<file path="src/rtl/cp0_nirq.sv">
// cp0_nirq: minimal CP0 (SR/Cause/EPC/PRID) with interrupt and exception entry/return.
// Optional macro CP0_IRQ_LATCH_EN: edge-latched, write-1-to-clear interrupt pending bits.
`default_nettype none

module cp0_nirq #(
  parameter int          N_IRQ        = 6,
  parameter logic [31:0] HANDLER_ADDR = 32'h0000_4180,
  parameter logic [31:0] PRID_VAL     = 32'h2004_0007
) (
  input  logic             clk,
  input  logic             reset,
  input  logic             we,
  input  logic [4:0]       addr,
  input  logic [31:0]      wdata,
  output logic [31:0]      rdata,
  input  logic [31:0]      pc,
  input  logic             bd,
  input  logic [4:0]       exc_code,
  input  logic [N_IRQ-1:0] hw_int,
  input  logic             eret,
  output logic             req,
  output logic [31:0]      epc,
  output logic [31:0]      vector
);

  logic [N_IRQ-1:0] im;
  logic             exl;
  logic             ie;
  logic             cause_bd;
  logic [N_IRQ-1:0] cause_ip;
  logic [4:0]       cause_exc;
  logic [31:0]      epc_r;

  logic [N_IRQ-1:0] ip_src;
  logic             int_req;
  logic             exc_req;
  logic             wr_ok;
  logic [31:0]      epc_next;
  logic [31:0]      sr_val;
  logic [31:0]      cause_val;

  assign wr_ok = we & ~req;

`ifdef CP0_IRQ_LATCH_EN
  logic [N_IRQ-1:0] hw_prev;
  logic [N_IRQ-1:0] ip_latch;
  logic [N_IRQ-1:0] ip_clr;

  assign ip_src = ip_latch;
  assign ip_clr = (wr_ok && addr == 5'd13) ? wdata[10 +: N_IRQ] : '0;

  // A new rising edge wins over a software clear on the same line.
  always_ff @(posedge clk) begin
    if (reset) begin
      hw_prev  <= '0;
      ip_latch <= '0;
    end else begin
      hw_prev  <= hw_int;
      ip_latch <= (ip_latch & ~ip_clr) | (hw_int & ~hw_prev);
    end
  end
`else
  assign ip_src = hw_int;
`endif

  assign int_req  = ie & ~exl & (|(ip_src & im));
  assign exc_req  = ~exl & (exc_code != 5'd0);
  assign req      = int_req | exc_req;
  assign epc_next = (bd ? (pc - 32'd4) : pc) & 32'hFFFF_FFFC;
  assign epc      = epc_r;
  assign vector   = HANDLER_ADDR;

  always_ff @(posedge clk) begin
    if (reset) begin
      im        <= '0;
      exl       <= 1'b0;
      ie        <= 1'b0;
      cause_bd  <= 1'b0;
      cause_ip  <= '0;
      cause_exc <= 5'd0;
      epc_r     <= 32'd0;
    end else begin
      cause_ip <= ip_src;
      if (req) begin
        exl       <= 1'b1;
        cause_bd  <= bd;
        cause_exc <= int_req ? 5'd0 : exc_code;
        epc_r     <= epc_next;
      end else begin
        if (we && addr == 5'd12) begin
          im  <= wdata[10 +: N_IRQ];
          exl <= wdata[1];
          ie  <= wdata[0];
        end
        if (we && addr == 5'd14) begin
          epc_r <= wdata;
        end
        // Return overrides any concurrent software write to EXL.
        if (eret) begin
          exl <= 1'b0;
        end
      end
    end
  end

  always_comb begin
    sr_val                 = 32'd0;
    sr_val[10 +: N_IRQ]    = im;
    sr_val[1]              = exl;
    sr_val[0]              = ie;
    cause_val              = 32'd0;
    cause_val[31]          = cause_bd;
    cause_val[10 +: N_IRQ] = cause_ip;
    cause_val[6:2]         = cause_exc;
    case (addr)
      5'd12:   rdata = sr_val;
      5'd13:   rdata = cause_val;
      5'd14:   rdata = epc_r;
      5'd15:   rdata = PRID_VAL;
      default: rdata = 32'd0;
    endcase
  end

endmodule

`default_nettype wire

</file>
<file path="config.mk">
export PLATFORM = sky130hd
export DESIGN_NAME = cp0_nirq
export DESIGN_NICKNAME = d
export VERILOG_FILES = /design/src/rtl/cp0_nirq.sv
export SDC_FILE = /design/constraint.sdc
export NUM_CORES = 1
export LEC_CHECK = 0
export CAP_MARGIN = 0
export CORE_MARGIN = 1
export CORE_UTILIZATION = 38
export CTS_BUF_LIST = sky130_fd_sc_hd__clkbuf_16
export DETAILED_ROUTE_END_ITERATION = 8
export PLACE_DENSITY = 0.78
export SYNTH_ARGS = -nofsm -noshare
export SYNTH_HDL_FRONTEND = slang
export SYNTH_SLANG_ARGS = --single-unit
</file>
<file path="constraint.sdc">
create_clock -name clk -period 2 [get_ports clk]
set_input_delay 0.3 -clock clk [delete_from_list [all_inputs] [get_ports clk]]
set_output_delay 0.3 -clock clk [all_outputs]
set_load 0.05 [all_outputs]
</file>
Word-level counts from Yosys, hierarchy flattened --
Index checks and enable logic that the tools add are counted.
Cells by class: add/sub/neg operators 1, eq/ne operators 4, muxes and demuxes 8, bitwise operators 7, reductions and logical operators 8
Operators with widths (number):
- 32-bit one-hot mux with 4 select lines | 1
- 32-bit 2-to-1 mux | 3
- 32-bit by 3-bit subtractor with 32-bit output (second input constant) | 1
- 5-bit by 4-bit equality test with 1-bit output (second input constant) | 4
- 6-bit bitwise AND | 1
- 6-bit OR reduction | 1
- 5-bit 2-to-1 mux | 1
- 5-bit nonzero test | 1
- 1-bit bitwise AND | 3
- 1-bit 2-to-1 mux | 3
- 3-bit nonzero test | 1
- 1-bit logical AND | 2
- 1-bit inverter | 2
- 2-bit AND reduction | 1
- 2-bit nonzero test | 1
- 2-bit OR reduction | 1
- 1-bit bitwise OR | 1
Word-level totals: register bits after elaboration 52, input port bits 85, output and inout port bits 97

Depth between registers and ports, before layout --
depth in word-level cells 6, mapped depth 7

Worst setup path after synthesis --
Ideal clock, no wire load.
kind in2out, start point input addr[4], end point output rdata[18], data arrival time 1941 ps, required time 1700 ps, slack -241 ps, stages 6, path buffers 3, path through and3b_1 -> clkbuf_1 -> clkbuf_1 -> clkbuf_1 -> nand2_1 -> nor2_1
On the way: longest elaborated chain between the ends 2, elaborated cells between the ends (all ways) 5, classes of those cells 4 x eq/ne; 1 x mux
Ends and longest elaborated chain:
- start: declaration | RTL line 13 | input logic [4:0] addr,
- 5-bit by 4-bit equality test with 1-bit output | RTL line 115 | case (addr)
- 32-bit one-hot mux with 4 select lines (*) | RTL line 115
- end: declaration | RTL line 15 | output logic [31:0] rdata,
Mark *: on every way between the ends. The rest lies on a longest branch, timed or not.

Worst setup path in the final report --
start point register im[2], end point output req
On the way: longest elaborated chain between the ends 4
Ends and longest elaborated chain:
- start: declaration | RTL line 26 | logic [N_IRQ-1:0] im;
- start signal: assignment | RTL line 91 | im <= wdata[10 +: N_IRQ];
- 6-bit bitwise AND | RTL line 66 | assign int_req = ie & ~exl & (|(ip_src & im));
- 6-bit OR reduction | RTL line 66
- 1-bit bitwise AND | RTL line 66
- 1-bit bitwise OR | RTL line 68 | assign req = int_req | exc_req;
- end: declaration | RTL line 21 | output logic req,
No other way between the ends.

==> run metrics <==
outcome=complete, but fails checks; failing checks=negative setup slack; Cell Pwr Density=roughly 500 mW/mm2; crit path cell chain=a22o_1, o311a_1, or2_4, buf_12; Synth top cells by count=dfxtp_1 (52), and3_1 (46), clkbuf_1 (43); CTS Sinks=52; worst reg2reg setup slack=~50 ps; CP max stage cell=o311a_1; Inserted Clock Buffers=5; Post-Syn Instances=489; Hold Vio Cnt, Final=0; FF-to-FF End=epc[6]; Global Route Usage Sum=26.7%; antenna diode count=0; Top delay family on crit path=compound AO/OA/AOI/OAI gates; Filler Cell Count=782; fin crit period=2020 ps; end point of the worst hold path=cause_ip[3]; setup ws final=-15.9 ps; P_int=2.10 mW; power share of the clock group=between 20% and 30%; Setup TNS Final=-15.9 ps; top cells by area, synth=dfxtp_1 (27%), and3_1 (7.5%), buf_4 (6.5%), a21boi_0 (5.9%), clkbuf_1 (4.2%); gpl congestion=0.904; port bufs=147; unrepaired setup endpoints after global routing=yes; Worst Tran Pin Value=approximately 560 ps; Worst Reg-to-Reg Cells=6; Initial DRC Count=about 410; asr flop ratio synth=0%; most numerous cell in the Yosys netlist=dfxtp_1; vias in the first global route=4403; Initial Util=between 30% and 40%; Switching Fraction=approximately 37%; worst-path fanout max=3; CP Capture Type=output pin; Mapped Area=0.00382 mm2; Final setup violation count=1; # IOs=182; Hold Buf Count CTS=0; Vias=4632; first-pass GRT wire length=21.8 mm; CTS tree=yes; Worst Hold Class=in2reg; Routed WL=~14 mm; detailed-route wire length per cell=17.3 um; Hold WS=325 ps; core area=0.00977 mm2; post-synthesis register bit count=52; post-synth top area share=between 20% and 30%; DIE HEIGHT=102 um; final cycle utilization of the critical path=101%; worst rel slew slack=61.9%; GRT overflow=0; detailed placer's ending HPWL=between 10 and 15 mm; Worst Path Arrival=1720 ps; fin. max-slew vios=0; crit path kind=reg2out; clk buf depth=2; crit path launch type=register; CTS Root Cell=clkbuf_16; Pre-Repair DR Iteration Count=5; Nets=783; sequential power share=35.4%; leakage power=2.67 nW; Max IR drop VDD=479 uV; Post-Syn Area per Cell=about 7.8 um2; initial antenna violation count=0; sequential area share after synthesis=27.3%; layout cell share with drive strength beyond 1=29.9%; number of synthesized flops with an enable pin=0; P&R area growth vs syn=74.6%; Vias/cell=5.57; Worst Path Required=between 1500 and 2000 ps; hold path cells=2; CP Depth=4; Clk Latency, worst-skew pair=~290 ps; Synth Flop Type=dfxtp_1; Syn. warnings=0; Hold Startpoint=hw_int[3]; Worst-path clk slew=about 80 ps; Comb power frac=between 30 and 40%; Final ANT Viol Nets=0; CP max stage delay=380 ps; width of the die=102 um; clk_skew=approximately 10 ps; Final Util=68.2%; P_sw=1.23 mW; Distinct cells, synth=45; H-tree Lvls=2; reg2reg start=im[2]; # DRC=0; f_max=496 MHz; max_cap viols=0; row cnt=36; buffers and inverters on the worst path=1; die area=0.0105 mm2; largest net degree at the start of global routing=slightly below 60; area leader, netlist=dfxtp_1
-- sequential cells by signal (all words and copies together), names as in the netlist --
name,flops
epc,32
cause_exc,5
im,6
cause_bd,1
cause_ip,6
ie,1
exl,1
-- layer usage --
metal	vias up	wire length, um	GRT usage (%)
met3	28	977	3.49
met4	0	418	9.89
li1	2215	-	-
met2	204	7030	44.5
met1	2185	5950	35.3
met5	-	0	0
-- metrics by stage --
stage,cell area [um2],setup WS [ps],power (mW),cells
floorplan,3980,-83.8,1.89,519
global placement,6240,-503,2.38,812
detailed placement,6240,-602,2.40,812
CTS,6580,-5.49,3.29,830
global route,6670,-61.1,3.44,831
finish,6670,-15.9,3.32,831
-- cell usage in the layout (no fill, tap or decap), drive strengths merged, types with 4 or more instances in the layout --
| cell type | instances |
|---|---|
| a22oi | 5 |
| nand3 | 8 |
| or3b | 6 |
| dfxtp | 52 |
| clkdlybuf4s50 | 95 |
| or4 | 18 |
| o41ai | 18 |
| buf | 137 |
| o31ai | 14 |
| a211oi | 12 |
| o21ai | 6 |
| conb | 32 |
| a21oi | 16 |
| mux2i | 15 |
| a21boi | 30 |
| nor3 | 9 |
| nor2b | 8 |
| or3 | 6 |
| nand2 | 28 |
| a31oi | 15 |
| or2 | 5 |
| dlygate4sd2 | 13 |
| nor2 | 29 |
| inv | 5 |
| nor4 | 22 |
| xnor2 | 7 |
| and3 | 46 |
| xor2 | 4 |
| clkbuf | 5 |
-- repair_timing --
item,4_1_cts,5_1_grt
endpoints found under the hold margin,0,0
pin swaps,16,7
cloned,1,0
setup endpoints to repair,52,42
resized for setup,55,20
setup buffers,9,1
-- cell families after synthesis --
| family | count (synthesis) | synth area share [%] |
|---|---|---|
| AO/OA/AOI/OAI | 127 | 23.9 |
| multiplexers | 15 | 3.93 |
| flip-flops | 52 | 27.3 |
| buffers and inverters | 82 | 11.5 |
| XOR/XNOR | 11 | 2.52 |
| adder cells (fa/ha/maj) | 1 | 0.328 |
| other | 2 | 0.197 |
| AND/OR/NAND/NOR | 199 | 30.4 |
-- power by group through the flow --
| stage | clock network [mW] | registers (mW) | logic, mW |
|---|---|---|---|
| detailed placement | 0 | 1.20 | 1.20 |
| finish | 0.901 | 1.18 | 1.25 |
| CTS | 0.888 | 1.18 | 1.22 |
| floorplan | 0 | 1.37 | 0.522 |
| global route | 0.940 | 1.19 | 1.31 |
| global placement | 0 | 1.20 | 1.18 |
-- final cells by class --
cell class	instances	area, um2	area share (%)
multi-input combinational	386	2700	40.5
sequential	52	1040	15.6
clock inverter	3	27.5	0.413
inverter	4	15.0	0.225
timing repair buffer	248	2590	38.8
clock buffer	5	125	1.88
tap	133	166	2.50
-- worst max path at each step --
stage               slack (ps)         to  startpoint
floorplan                  -80  rdata[18]     addr[4]
global placement          -500    epc[16]      pc[11]
detailed placement        -600    epc[16]       pc[2]
CTS                         -5    epc[16]       pc[8]
global route               -60        req       im[2]
finish                     -20        req       im[2]
-- worst register-to-register path, delay by kind of cell, from the launching register on --
kind / cells / cell delay (ps)
AO/OA/AOI/OAI: 3 / 880
buffers and inverters: 2 / 340
flip-flops: 1 / 330
AND/OR/NAND/NOR: 1 / 300
Power figures use the tool's default switching activity.
==> edit 1 (same flow settings) <==
The parameter `PRID_VAL` goes from 32'h2004_0007 to 32'h10020003.
--- a/src/rtl/cp0_nirq.sv
+++ b/src/rtl/cp0_nirq.sv
@@ -7,3 +7,3 @@
   parameter logic [31:0] HANDLER_ADDR = 32'h0000_4180,
-  parameter logic [31:0] PRID_VAL     = 32'h2004_0007
+  parameter logic [31:0] PRID_VAL     = 32'h10020003
 ) (
Check against the original RTL: not equivalent (a bounded check fails within 4 cycles, from zero or initial values and one cycle with reset high).
==> edit 1 against the unedited design <==
Design area fell by 1.3%. Routed wire length rose by 2.8%. Sequential cell count did not move. Critical path depth rose by 2. Combinational power fell by 3%. Total power fell by 2.6%. The run still ends with negative setup slack left. Synthesized area fell by 2.7%. Worst setup slack improved by 0.0062 ns. Critical endpoint is now epc[19]. Non-clock buffer count fell by 6. Clock skew fell by 0.0046 ns. Hold slack got worse by 0.056 ns.
==> edit 1: results <==
export IMPL_violations="negative setup slack"
export IMPL_fin_ws_ns=-0.00978
export IMPL_nNetsFinal=757
export IMPL_outcome="finished, violations left"
export IMPL_drt_met1_wl_um=6000
export IMPL_ys_seq_area_share_pct=28.0
export IMPL_grt_total_usage_pct=28.0
export IMPL_cp_top_family="simple AND/OR/NAND/NOR gates"
export IMPL_wl_per_cell_um=18.5
export IMPL_finalSetupTns_ns=-0.00978
export IMPL_grtUsageMet2_pct=49.7
export IMPL_wl_met2_um=7350
export IMPL_drive_gt1_share_pct=30.5
export IMPL_critical_path_max_fanout=12
export IMPL_cts_setup_buffers=8
export IMPL_synth_common_cells="dfxtp_1 (52), clkbuf_1 (40), nand2_1 (36)"
export IMPL_dr_wl_met3_um=1000
export IMPL_setup_viol=1
export IMPL_fillCellCount=707
export IMPL_globalRouteMet1Util_pct=34.4
export IMPL_cp_arrival_ns=2.23
export IMPL_ys_types=46
export IMPL_via_per_inst=5.64
export IMPL_grt_pass1_vias=4383
export IMPL_irDropWorstVdd_uv=335
-- edit 1: changes by cell type in the layout (fill, tap and decap cells not counted), moves of 8 or more --
cell,delta
and3_4,-14
buf_4,-13
nor2_1,-12
and2_4,+10
buf_6,+10
nor2_2,-10
clkdlybuf4s50_1,-8
or4_4,+8
-- edit 1: power breakdown --
part	total (mW)	switching [mW]	internal, mW
Combinational	1.21	0.715	0.493
Sequential	1.18	0.0703	1.11
Clock	0.848	0.386	0.462
Total	3.24	1.17	2.07
-- edit 1: layout make-up --
class                           instances  area share, %
Clock buffer                            5           1.90
Clock inverter                          3          0.285
Inverter                                5          0.323
Multi-Input combinational cell        365           40.2
Sequential cell                        52           15.8
Tap cell                              129           2.45
Timing Repair Buffer                  242           39.0
-- edit 1: cells by family after synthesis --
kind of cell / Yosys count / share of synthesized area (%)
DFF: 52 / 28.0
xor gates and xnor gates: 10 / 2.36
adders and majority gates: 1 / 0.337
AOI/OAI and AO/OA: 133 / 26.4
other: 2 / 0.202
and+or+nand+nor: 178 / 28.5
buffers and inverters: 80 / 11.8
muxes: 9 / 2.42
-- edit 1: path summary, 6_finish.rpt --
kind / start / end / slack [ns] / cells after the start
max: pc[9] / epc[19] / -0.01 / 6
min: hw_int[2] / cause_ip[2] / 0.27 / 2
max reg2reg: im[1] / epc[20] / 0.04 / 5
min reg2reg: im[1] / im[1] / 0.48 / 2
-- edit 1: through the flow --
step	std cells	area, um2
6_report	801	6580
5_1_grt	801	6580
4_1_cts	799	6430
3_5_place_dp	779	6100
3_3_place_gp	779	6100
2_1_floorplan	495	3910
-- edit 1: worst reg2reg max path, delay by kind of cell, from the launching register on --
family | cells | cell delay [ns]
AO/OA/AOI/OAI | 4 | 1.32
buffers and inverters | 1 | 0.17
flip-flops | 1 | 0.33
==> edit 2 (same settings) <==
Made on the original files. Put a register stage on the output `rdata`, with the module's reset. The value now appears one clock later. The other outputs are not delayed to match.
--- a/src/rtl/cp0_nirq.sv
+++ b/src/rtl/cp0_nirq.sv
@@ -24,2 +24,4 @@
 );
+
+  logic [31:0] rdata_d;
 
@@ -115,8 +117,16 @@
     case (addr)
-      5'd12:   rdata = sr_val;
-      5'd13:   rdata = cause_val;
-      5'd14:   rdata = epc_r;
-      5'd15:   rdata = PRID_VAL;
-      default: rdata = 32'd0;
+      5'd12:   rdata_d = sr_val;
+      5'd13:   rdata_d = cause_val;
+      5'd14:   rdata_d = epc_r;
+      5'd15:   rdata_d = PRID_VAL;
+      default: rdata_d = 32'd0;
     endcase
+  end
+
+  always_ff @(posedge clk) begin
+    if (reset) begin
+      rdata <= '0;
+    end else begin
+      rdata <= rdata_d;
+    end
   end
Function: changed (Yosys sat finds a counterexample within 4 cycles, from zero or initial values and one cycle with reset high).
==> edit 2 against the unedited design <==
Final cell count grew 4.0%. Total power grew 40%. Sequential cell count grew 32. Maximum frequency shrank 0.63%. Largest power group is now registers. Routed wire length grew 9.7%. Synthesized area grew 16%. The run still ends with negative setup slack left. Design area grew 5.0%. Critical path type unchanged. Worst setup slack lost 0.013 ns.
==> edit 2: results <==
export IMPL_place_area_um2=6490
export IMPL_place_inst=831
export IMPL_pre_cts_ws_ns=-0.630
export IMPL_wl_per_cell_um=18.3
export IMPL_synth_area_top_cells="dfxtp_1 (38%), mux2i_1 (5.7%), o31ai_1 (5.6%)"
export IMPL_hold_path_depth=2
export IMPL_cp_arrival_ns=1.73
export IMPL_irDropWorstVdd_uv=507
export IMPL_post_cts_resize_count=48
export IMPL_drive_gt1_share_pct=21.8
export IMPL_h_tree_depth=3
export IMPL_reg2reg_depth=9
export IMPL_via_per_inst=5.77
export IMPL_cts_setup_buffers=13
export IMPL_slew_headroom_pct=44.3
export IMPL_grt_max_degree=48
export IMPL_routabilityCongestion=0.875
export IMPL_worst_path_largest_cell_delay_ns=0.40
export IMPL_yosysWarnings=0
export IMPL_ys_flop_type="dfxtp_1"
export IMPL_portBuffers=147
export IMPL_slowest_stage="o311a_1"
export IMPL_setup_viol=1
export IMPL_grt_pass1_vias=4715
export IMPL_power_leakage_nw=2.80
export IMPL_critical_path_max_fanout=2
export IMPL_cap_violations=0
export IMPL_total_power_mw=4.64
export IMPL_synth_common_cells="dfxtp_1 (84), clkbuf_1 (39), o31ai_1 (33)"
export IMPL_ys_seq_area_share_pct=38.0
export IMPL_dp_hpwl_um=11400
export IMPL_firstDrtPassIters=6
export IMPL_clockRootBuffer="clkbuf_16"
export IMPL_antenna_found_initial=0
export IMPL_violations="negative setup slack"
export IMPL_numCtsBuffers=9
export IMPL_clkSlewWorstSetupHoldPaths_ns=0.06
export IMPL_grt_total_usage_pct=25.9
export IMPL_fin_ws_ns=-0.0288
export IMPL_clkLatencyLatePin_ns=0.34
export IMPL_vias=4983
export IMPL_outcome="finished, violations left"
export IMPL_finClkSkew_ns=0.00493
export IMPL_nNetsFinal=802
export IMPL_combPwrFrac_pct=26.2
export IMPL_fillCellCount=920
export IMPL_drt_iter0_drc=486
export IMPL_seq_power_share_pct=39.3
export IMPL_synth_area_per_cell_um2=8.77
export IMPL_p_int_mw=3.19
export IMPL_finalSetupTns_ns=-0.0288
export IMPL_ys_types=55
export IMPL_grt_pass1_wl_um=23900
export IMPL_cp_top_family="compound AO/OA/AOI/OAI gates"
-- edit 2: cell count changes in the layout (fill, tap and decap cells not counted), moves of 15 or more --
cell | before | now
a21boi_0 | 30 | 0
dfxtp_1 | 51 | 82
nand4_1 | 2 | 22
buf_12 | 35 | 5
o31ai_1 | 11 | 31
nor4_1 | 20 | 5
and3_1 | 32 | 15
nand2_1 | 28 | 6
clkdlybuf4s50_1 | 95 | 124
nand2b_1 | 0 | 17
-- edit 2: cells by family after synthesis --
kind of cell / Yosys count / share of synthesized area, %
adder cells (fa/ha/maj): 1 / 0.283
AO/OA/AOI/OAI: 134 / 22.0
flip-flops: 84 / 38.0
buffers and inverters: 83 / 10.0
multiplexers: 25 / 5.65
AND/OR/NAND/NOR: 170 / 22.7
XOR/XNOR: 6 / 1.19
other: 2 / 0.170
-- edit 2: worst paths after layout --
path                                   from           to  slack (ns)
worst max register to register        im[2]       epc[4]        0.07
worst max-delay path                  im[2]          req       -0.03
worst min-delay path              hw_int[4]  cause_ip[4]        0.23
worst min register to register  cause_ip[4]    rdata[14]        0.46
-- edit 2: area by class of cell --
class / instances / area, um2 / share of cell area [%]
sequential: 84 / 1680 / 24.1
clock inverter: 7 / 61.3 / 0.876
clock buffer: 9 / 225 / 3.22
timing repair buffer: 247 / 2280 / 32.5
multi-input combinational: 369 / 2550 / 36.5
tap: 143 / 179 / 2.56
inverter: 5 / 18.8 / 0.268
-- edit 2: routing by layer --
metal	vias to the layer above	share of wire (%)	routed length (um)	GRT usage, %
met4	0	4.2	661	14.4
met1	2342	40	6370	32.7
met5	-	0	0	0
met3	60	7.5	1180	3.68
li1	2289	-	-	-
met2	292	48	7560	42.1
